File: config.mk
export PLATFORM = sky130hd
export DESIGN_NAME = floating_point_result_buffer
export DESIGN_NICKNAME = d
export VERILOG_FILES = /design/src/rtl/floating_point_result_buffer.sv
export SDC_FILE = /design/constraint.sdc
export NUM_CORES = 1
export LEC_CHECK = 0
export BUFFER_PORTS_ARGS = -buffer_cell sky130_fd_sc_hd__buf_2
export CORE_ASPECT_RATIO = 0.5
export CORE_MARGIN = 2
export CORE_UTILIZATION = 49
export CTS_CLUSTER_SIZE = 28
export DETAILED_ROUTE_END_ITERATION = 12
export GPL_TIMING_DRIVEN = 0
export PLACE_DENSITY = 0.73
export SETUP_SLACK_MARGIN = 0.05
export SLEW_MARGIN = 30
export SYNTH_ARGS = -nofsm -noshare
export SYNTH_HDL_FRONTEND = slang
export SYNTH_SLANG_ARGS = --single-unit
File: constraint.sdc
create_clock -name clk -period 2.4 [get_ports clk]
set_input_delay 0.12 -clock clk [delete_from_list [all_inputs] [get_ports clk]]
set_output_delay 0.12 -clock clk [all_outputs]
set_load 0.005 [all_outputs]
File: src/rtl/floating_point_result_buffer.sv
// Registered output stage behind the floating-point multiplier: a 2-entry skid FIFO
// holding {flags, result}, plus sticky exception status and a saturating op counter.
module floating_point_result_buffer #(
   parameter  int EXPONENT_WIDTH = 8,
   parameter  int MANTISSA_WIDTH = 23,
   parameter  int COUNT_WIDTH    = 16,
   localparam int W              = EXPONENT_WIDTH + MANTISSA_WIDTH + 1
) (
   input  logic                   clk,
   input  logic                   rst,
   input  logic                   in_valid,
   output logic                   in_ready,
   input  logic [W-1:0]           in_result,
   input  logic                   in_underflow,
   input  logic                   in_overflow,
   input  logic                   in_invalid,
   output logic                   out_valid,
   input  logic                   out_ready,
   output logic [W-1:0]           out_result,
   output logic [2:0]             out_flags,
   input  logic                   sticky_clear,
   output logic [2:0]             sticky_flags,
   output logic [COUNT_WIDTH-1:0] op_count
);

   localparam int EW = W + 3;

   logic [1:0]             occ_q, occ_d;
   logic [EW-1:0]          head_q, head_d;
   logic [EW-1:0]          tail_q, tail_d;
   logic [2:0]             sticky_q, sticky_d;
   logic [COUNT_WIDTH-1:0] count_q, count_d;

   logic          push;
   logic          pop;
   logic [2:0]    in_flags;
   logic [EW-1:0] in_entry;

   assign in_flags = {in_invalid, in_overflow, in_underflow};
   assign in_entry = {in_flags, in_result};

   // Both handshake signals come straight from the occupancy register, so the
   // consumer's ready never reaches back into the multiplier's combinational path.
   assign in_ready  = (occ_q != 2'd2);
   assign out_valid = (occ_q != 2'd0);
   assign push      = in_valid && in_ready;
   assign pop       = out_valid && out_ready;

   assign out_result   = head_q[W-1:0];
   assign out_flags    = head_q[EW-1:W];
   assign sticky_flags = sticky_q;
   assign op_count     = count_q;

   always_comb begin
      occ_d  = occ_q;
      head_d = head_q;
      tail_d = tail_q;
      // The head register keeps its last contents when the buffer drains empty.
      unique case (occ_q)
         2'd0: begin
            if (push) begin
               head_d = in_entry;
               occ_d  = 2'd1;
            end
         end
         2'd1: begin
            if (push && pop) begin
               head_d = in_entry;
            end else if (push) begin
               tail_d = in_entry;
               occ_d  = 2'd2;
            end else if (pop) begin
               occ_d  = 2'd0;
            end
         end
         2'd2: begin
            if (pop) begin
               head_d = tail_q;
               occ_d  = 2'd1;
            end
         end
         default: occ_d = 2'd0;
      endcase
   end

   always_comb begin
      sticky_d = sticky_clear ? 3'b000 : sticky_q;
      if (push) begin
         sticky_d = sticky_d | in_flags;
      end
      count_d = count_q;
      if (push && (count_q != {COUNT_WIDTH{1'b1}})) begin
         count_d = count_q + COUNT_WIDTH'(1);
      end
   end

   always_ff @(posedge clk) begin
      if (rst) begin
         occ_q    <= 2'd0;
         head_q   <= '0;
         tail_q   <= '0;
         sticky_q <= 3'b000;
         count_q  <= '0;
      end else begin
         occ_q    <= occ_d;
         head_q   <= head_d;
         tail_q   <= tail_d;
         sticky_q <= sticky_d;
         count_q  <= count_d;
      end
   end

endmodule

==> qor.csv, run 1 <==
metric,value,unit
dp.cells,646,
fp-row-count,22,
r2r_cells,6,
grt_pass1_wl,15.8,mm
yosys_register_bits,91,
io-pin-count,96,
hold_violations,0,
ir_drop,0.000565,V
coreArea,7540,sq um
p_leak,2.19,nW
r2r_end,op_count[1],
grtUsageTotal,23.5,%
hp-start,in_result[25],
place_hpwl,6.99,mm
holdPathStages,3,
clock_latency,0.34,ns
crit_path_end_kind,register,
wl_per_cell,15.0,um
ctsHoldBuffers,0,
path_buf_inv,1,
finalNonFillerCells,661,
required,2.62,ns
cpLargestDelayFamily,simple AND/OR/NAND/NOR gates,
cpPeakStageDelay,0.46,ns
hold_path_class,in -> reg,
drive_gt1_share,24.8,%
area.growth.synth_to_final,23.5,%
first_pass_iters,5,
syn_area,3920,sq um
final_cell_area,4850,sq um
p_total,3.59,mW
post_cts_buffers,0,
yosys.area.top_type_share,46.4,%
worst_slew_pin_slew,0.628,ns
syn_nets,485,
outcome,finished clean,
cts_sinks,91,
via_per_inst,5.41,
clock.fmax,496,MHz
nets,590,
whs_endpoint,tail_q[25],
die_w,131,um
routed_wl,9.95,mm
synth-edff-count,0,
io_buffers,94,
slew_headroom,58.1,%
synthArstFlopShare,0,%
crit_type,reg -> reg,
yosysWarnings,0,
p_per_area,740,nW/um^2
seq_area_frac_synth,46.4,%
use_met2,37.0,%
dieHeight,67.3,um
grt_max_degree,15,
diodes,0,
grtUsageMet3,6.02,%
clock_skew,0.00489,ns
via_count,3578,
setup_viol,0,
htreeDepth,3,
layout.filler_cells,686,
synth_commonest_cells,"dfxtp_1 (91), nand2_1 (76), nor2_1 (49)",
arrival,2.23,ns
synthTopCellsByArea,"dfxtp_1 (46%), mux2i_1 (9.2%), a211oi_1 (7.8%), nand2_1 (7.3%), a21oi_1 (5.7%)",
routabilityCongestion,0.854,
synth_most_common_cell,dfxtp_1,
ctsResizeCount,0,
cts_buffers,9,
reg2reg_from,op_count[0],
root_buffer,clkbuf_16,
min_period,2.02,ns
ff2ff_setup_slack,0.38,ns
cts_tree,done,
synthFlopType,dfxtp_1,
drcViolationCount,0,
antenna_found_initial,0,
top_usage_layer,met2,
clkTransAtPathRegs,0.06,ns
rsz0062_at_grt,false,
die_area,8780,sq um
initial_core_util,52.0,%
ant_nets,0,
cp_slowest_cell,dfxtp_1,
grt_pass1_vias,3205,
layout_worst_path_cycle_share,84.0,%
utilization,64.3,%
cp_max_fo,10,
synthCells,444,
drtIter0Drc,209,
yosysTopAreaCell,dfxtp_1,
grt_overflow_total,0,
place_area,4530,sq um
syn_area_per_cell,8.84,sq um
met1_usage,31.9,%
drv_cap,0,
report.final.slew_viol_count,0,
synth_cell_type_count,46,
clockBufferDepth,2,
path_cells,"ha_1, nand3_1, nor2_1, buf_2, nor4b_1, or4_1",
start_kind,register,
final.setup.tns,0,ns
layer usage:
metal  share of wire, %  up-vias
met5                  0        -
met4                1.2        0
met3                6.1       12
met2                 45      108
met1                 47     1664
li1                   -     1794
worst min-delay path, cell delays in order:
cell and delay, ns:
buf_2 0.10, nand2_1 0.05, a21oi_1 0.05
sequential cells by signal, summed over array words and instances, names as in the netlist:
name	cells
sticky_flags	3
op_count	16
occ_q	2
tail_q	35
head_q	35
report_power, final:
| group | switching [mW] | total, mW | internal [mW] | leakage (nW) |
|---|---|---|---|---|
| sequential | 0.0587 | 1.66 | 1.60 | 0.745 |
| clock | 0.574 | 1.51 | 0.937 | 0.156 |
| combinational | 0.236 | 0.417 | 0.181 | 1.29 |
| total | 0.869 | 3.59 | 2.72 | 2.19 |
how the worst max path moves through the flow:
stage | endpoint | start | depth (start not counted) | slack, ns
floorplan | op_count[10] | op_count[0] | 5 | 0.63
global placement | op_count[10] | op_count[0] | 5 | 0.45
detailed placement | tail_q[4] | rst | 5 | 0.39
CTS | op_count[1] | op_count[0] | 6 | 0.40
global route | op_count[1] | op_count[0] | 6 | 0.23
finish | op_count[1] | op_count[0] | 6 | 0.38
final cells by class:
class	instances	area, sq um	share of cell area, %
timing repair buffer	94	470	9.71
sequential	91	1820	37.6
tap	108	135	2.79
inverter	5	18.8	0.387
clock inverter	4	73.8	1.52
buffer	33	169	3.49
multi-input combinational	315	1910	39.5
clock buffer	11	243	5.01
cells by family (layout without fill, tap and decap cells):
logic type,after synthesis,after routing,share of synthesized area (%)
AND/OR/NAND/NOR,174,174,21.4
AO/OA/AOI/OAI,101,101,17.0
flip-flops,91,91,46.4
multiplexers,39,39,10.0
buffers and inverters,38,147,4.78
adder cells (fa/ha/maj),1,1,0.319
cells in the final DEF, fill, tap and decap left out, types with 3 or more instances in the layout:
| cell | count |
|---|---|
| buf_6 | 3 |
| nor2_1 | 49 |
| a31oi_1 | 3 |
| nand3_1 | 4 |
| buf_1 | 3 |
| clkbuf_16 | 9 |
| and4_1 | 3 |
| nand4_1 | 4 |
| nand2_1 | 76 |
| or4_1 | 4 |
| dfxtp_1 | 91 |
| mux2_2 | 3 |
| nor2b_1 | 6 |
| buf_2 | 103 |
| buf_4 | 3 |
| nor4b_1 | 3 |
| inv_1 | 5 |
| o31ai_1 | 3 |
| and3_1 | 4 |
| clkbuf_1 | 16 |
| a211oi_1 | 41 |
| a21oi_1 | 45 |
| nor4_1 | 4 |
| mux2i_1 | 36 |
| nor3_1 | 3 |
per-stage QoR:
stage	worst slack [ns]	hold slack (ns)
2_1_floorplan	0.632	0.256
3_3_place_gp	0.447	0.375
3_5_place_dp	0.389	0.380
4_1_cts	0.403	0.0132
5_1_grt	0.229	0.0262
6_report	0.384	0.0189
Power figures use the tool's default switching activity.
==> run 2, diff against run 1 <==
Settings changed: CORE_UTILIZATION 49 to 48, PLACE_DENSITY 0.73 to 0.75.
Clock period 2.4 ns to 1.74 ns, I/O delays scaled along.
==> run 2 against run 1 <==
Compared with the run above:
- non-clock buffer count grew 40
- die area grew 2.0%
- first-iteration DRC count down 24%
- global-route usage rose by 0.34 points
- clock skew fell by 0.00052 ns
- largest cell class unchanged
- register-to-register slack got worse by 0.32 ns
- largest power group unchanged
- cell count grew 6.8%
- maximum frequency increased by 20%
- clock power up 32%
- critical path depth is 1 lower
- highest routed layer unchanged
==> qor.csv, run 2 (synthesis results as in run 1) <==
metric,value,unit,change
outcome,finished clean,,unchanged
dieHeight,67.9,um,was 67.3 um
start_kind,register,,unchanged
ff2ff_setup_slack,0.07,ns,was 0.38 ns
p_total,4.95,mW,was 3.59 mW
hold_violations,0,,unchanged
first_pass_iters,4,,was 5
arrival,1.89,ns,was 2.23 ns
hold_slack,0.0138,ns,was 0.0189 ns
initial_core_util,49.2,%,was 52.0%
layout_commonest_cell,buf_2,,unchanged
drcViolationCount,0,,unchanged
clock.fmax,598,MHz,was 496 MHz
htreeDepth,3,,unchanged
layout_common_cells,"buf_2 (102), nand2_1 (76), dfxtp_1 (75)",,"was buf_2 (103), dfxtp_1 (91), nand2_1 (76)"
p_leak,2.38,nW,was 2.19 nW
cts_tree,done,,unchanged
reg2reg_from,op_count[9],,was op_count[0]
cp_slowest_cell,or4_1,,was dfxtp_1
diodes,0,,unchanged
utilization,66.8,%,was 64.3%
via_per_inst,5.30,,was 5.41
fin_ws,0.0670,ns,was 0.384 ns
coreArea,7970,sq um,was 7540 sq um
slew_headroom,58.7,%,was 58.1%
grt_max_degree,16,,was 15
cts_buffers,9,,unchanged
wl_per_cell,14.6,um,was 15.0 um
detail_route.wirelength.met1,4.74,mm,was 4.70 mm
dr_wl_met2,4.95,mm,was 4.52 mm
crit_type,reg -> reg,,unchanged
area.growth.synth_to_final,35.8,%,was 23.5%
hp-start,in_underflow,,was in_result[25]
min_period,1.67,ns,was 2.02 ns
drive_gt1_share,28.8,%,was 24.8%
crit_path_end_kind,register,,unchanged
dr_wl_met3,506,um,was 607 um
drv_cap,0,,unchanged
final_cell_area,5330,sq um,was 4850 sq um
p_per_area,929,nW/um^2,was 740 nW/um^2
layout.filler_cells,644,,was 686
cp_max_fo,10,,unchanged
rsz0062_at_grt,true,,was false
grt_overflow_total,0,,unchanged
ant_nets,0,,unchanged
root_buffer,clkbuf_16,,unchanged
hold_path_class,in -> reg,,unchanged
via_count,3743,,"was 3,578"
die_w,132,um,was 131 um
place_hpwl,6.85,mm,was 6.99 mm
nets,630,,was 590
setup_viol,0,,unchanged
drtIter0Drc,158,,was 209
crit_path_frequent_cell,and4_4,,
clock_skew,0.00437,ns,was 0.00489 ns
io_buffers,94,,unchanged
grt_pass1_wl,16.7,mm,was 15.8 mm
grt_pass1_vias,3439,,"was 3,205"
required,1.96,ns,was 2.62 ns
cpPeakStageDelay,0.50,ns,was 0.46 ns
clkTransAtPathRegs,0.07,ns,was 0.06 ns
routed_wl,10.3,mm,was 9.95 mm
highest_layer,met4,,unchanged
cts_sinks,91,,unchanged
grtUsageTotal,23.9,%,was 23.5%
final.setup.tns,0,ns,unchanged
die_area,8960,sq um,was 8780 sq um
dp.cells,650,,was 646
antenna_found_initial,0,,unchanged
dp_slack,-0.200,ns,was 0.389 ns
report.final.slew_viol_count,0,,unchanged
worst_slew_pin_slew,0.619,ns,was 0.628 ns
ir_drop,0.000498,V,was 0.000565 V
routabilityCongestion,0.808,,was 0.854
io-pin-count,96,,unchanged
path_cells,"and4_4, and3_4, buf_6, and4_4, or4_1",,"was ha_1, nand3_1, nor2_1, buf_2, nor4b_1, or4_1"
layout_worst_path_cycle_share,96.2,%,was 84.0%
r2r_end,op_count[1],,unchanged
finalNonFillerCells,706,,was 661
clock_latency,0.34,ns,about the same
holdPathStages,3,,unchanged
whs_endpoint,sticky_flags[0],,was tail_q[25]
fp-row-count,23,,was 22
clockBufferDepth,2,,unchanged
place_area,4550,sq um,was 4530 sq um
r2r_cells,5,,was 6
run 2: area by class of cell:
cell class,instances,area [sq um],share of cell area [%]
Tap cell,112,140,2.63
Clock inverter,5,60.1,1.13
Multi-Input combinational cell,315,1970,36.9
Sequential cell,91,1850,34.8
Inverter,5,18.8,0.352
Timing Repair Buffer,134,863,16.2
Clock buffer,11,243,4.56
Buffer,33,184,3.45
run 2: power breakdown:
part / total [mW] / internal, mW / switching [mW]
registers: 2.29 / 2.21 / 0.0791
logic: 0.658 / 0.318 / 0.340
clock network: 2.00 / 1.16 / 0.841
run 2: layer usage:
| layer | vias up | track usage [%] |
|---|---|---|
| li1 | 1865 | - |
| met4 | 0 | 5.30 |
| met2 | 89 | 40.5 |
| met5 | - | 0 |
| met3 | 10 | 7.11 |
| met1 | 1779 | 30.8 |
run 2: what timing repair did:
action,in CTS,in global routing
endpoints found under the setup margin,6,29
buffers inserted,2,6
hold buffers,32,0
gates resized for setup,15,23
pin swaps,0,3
endpoints found under the hold margin,32,0
run 2: worst max-delay path by stage:
stage	end	depth (start not counted)	start
3_3_place_gp	tail_q[6]	5	rst
2_1_floorplan	op_count[10]	5	op_count[1]
4_1_cts	op_count[1]	5	op_count[14]
3_5_place_dp	op_count[10]	5	rst
6_report	op_count[1]	5	op_count[9]
5_1_grt	op_count[1]	6	op_count[1]
run 2: critical path, delay by kind of cell, from the launching register on:
kind                   cells  cell delay (ns)
and+or+nand+nor            4             1.04
buffers and inverters      1             0.13
DFF                        1             0.36
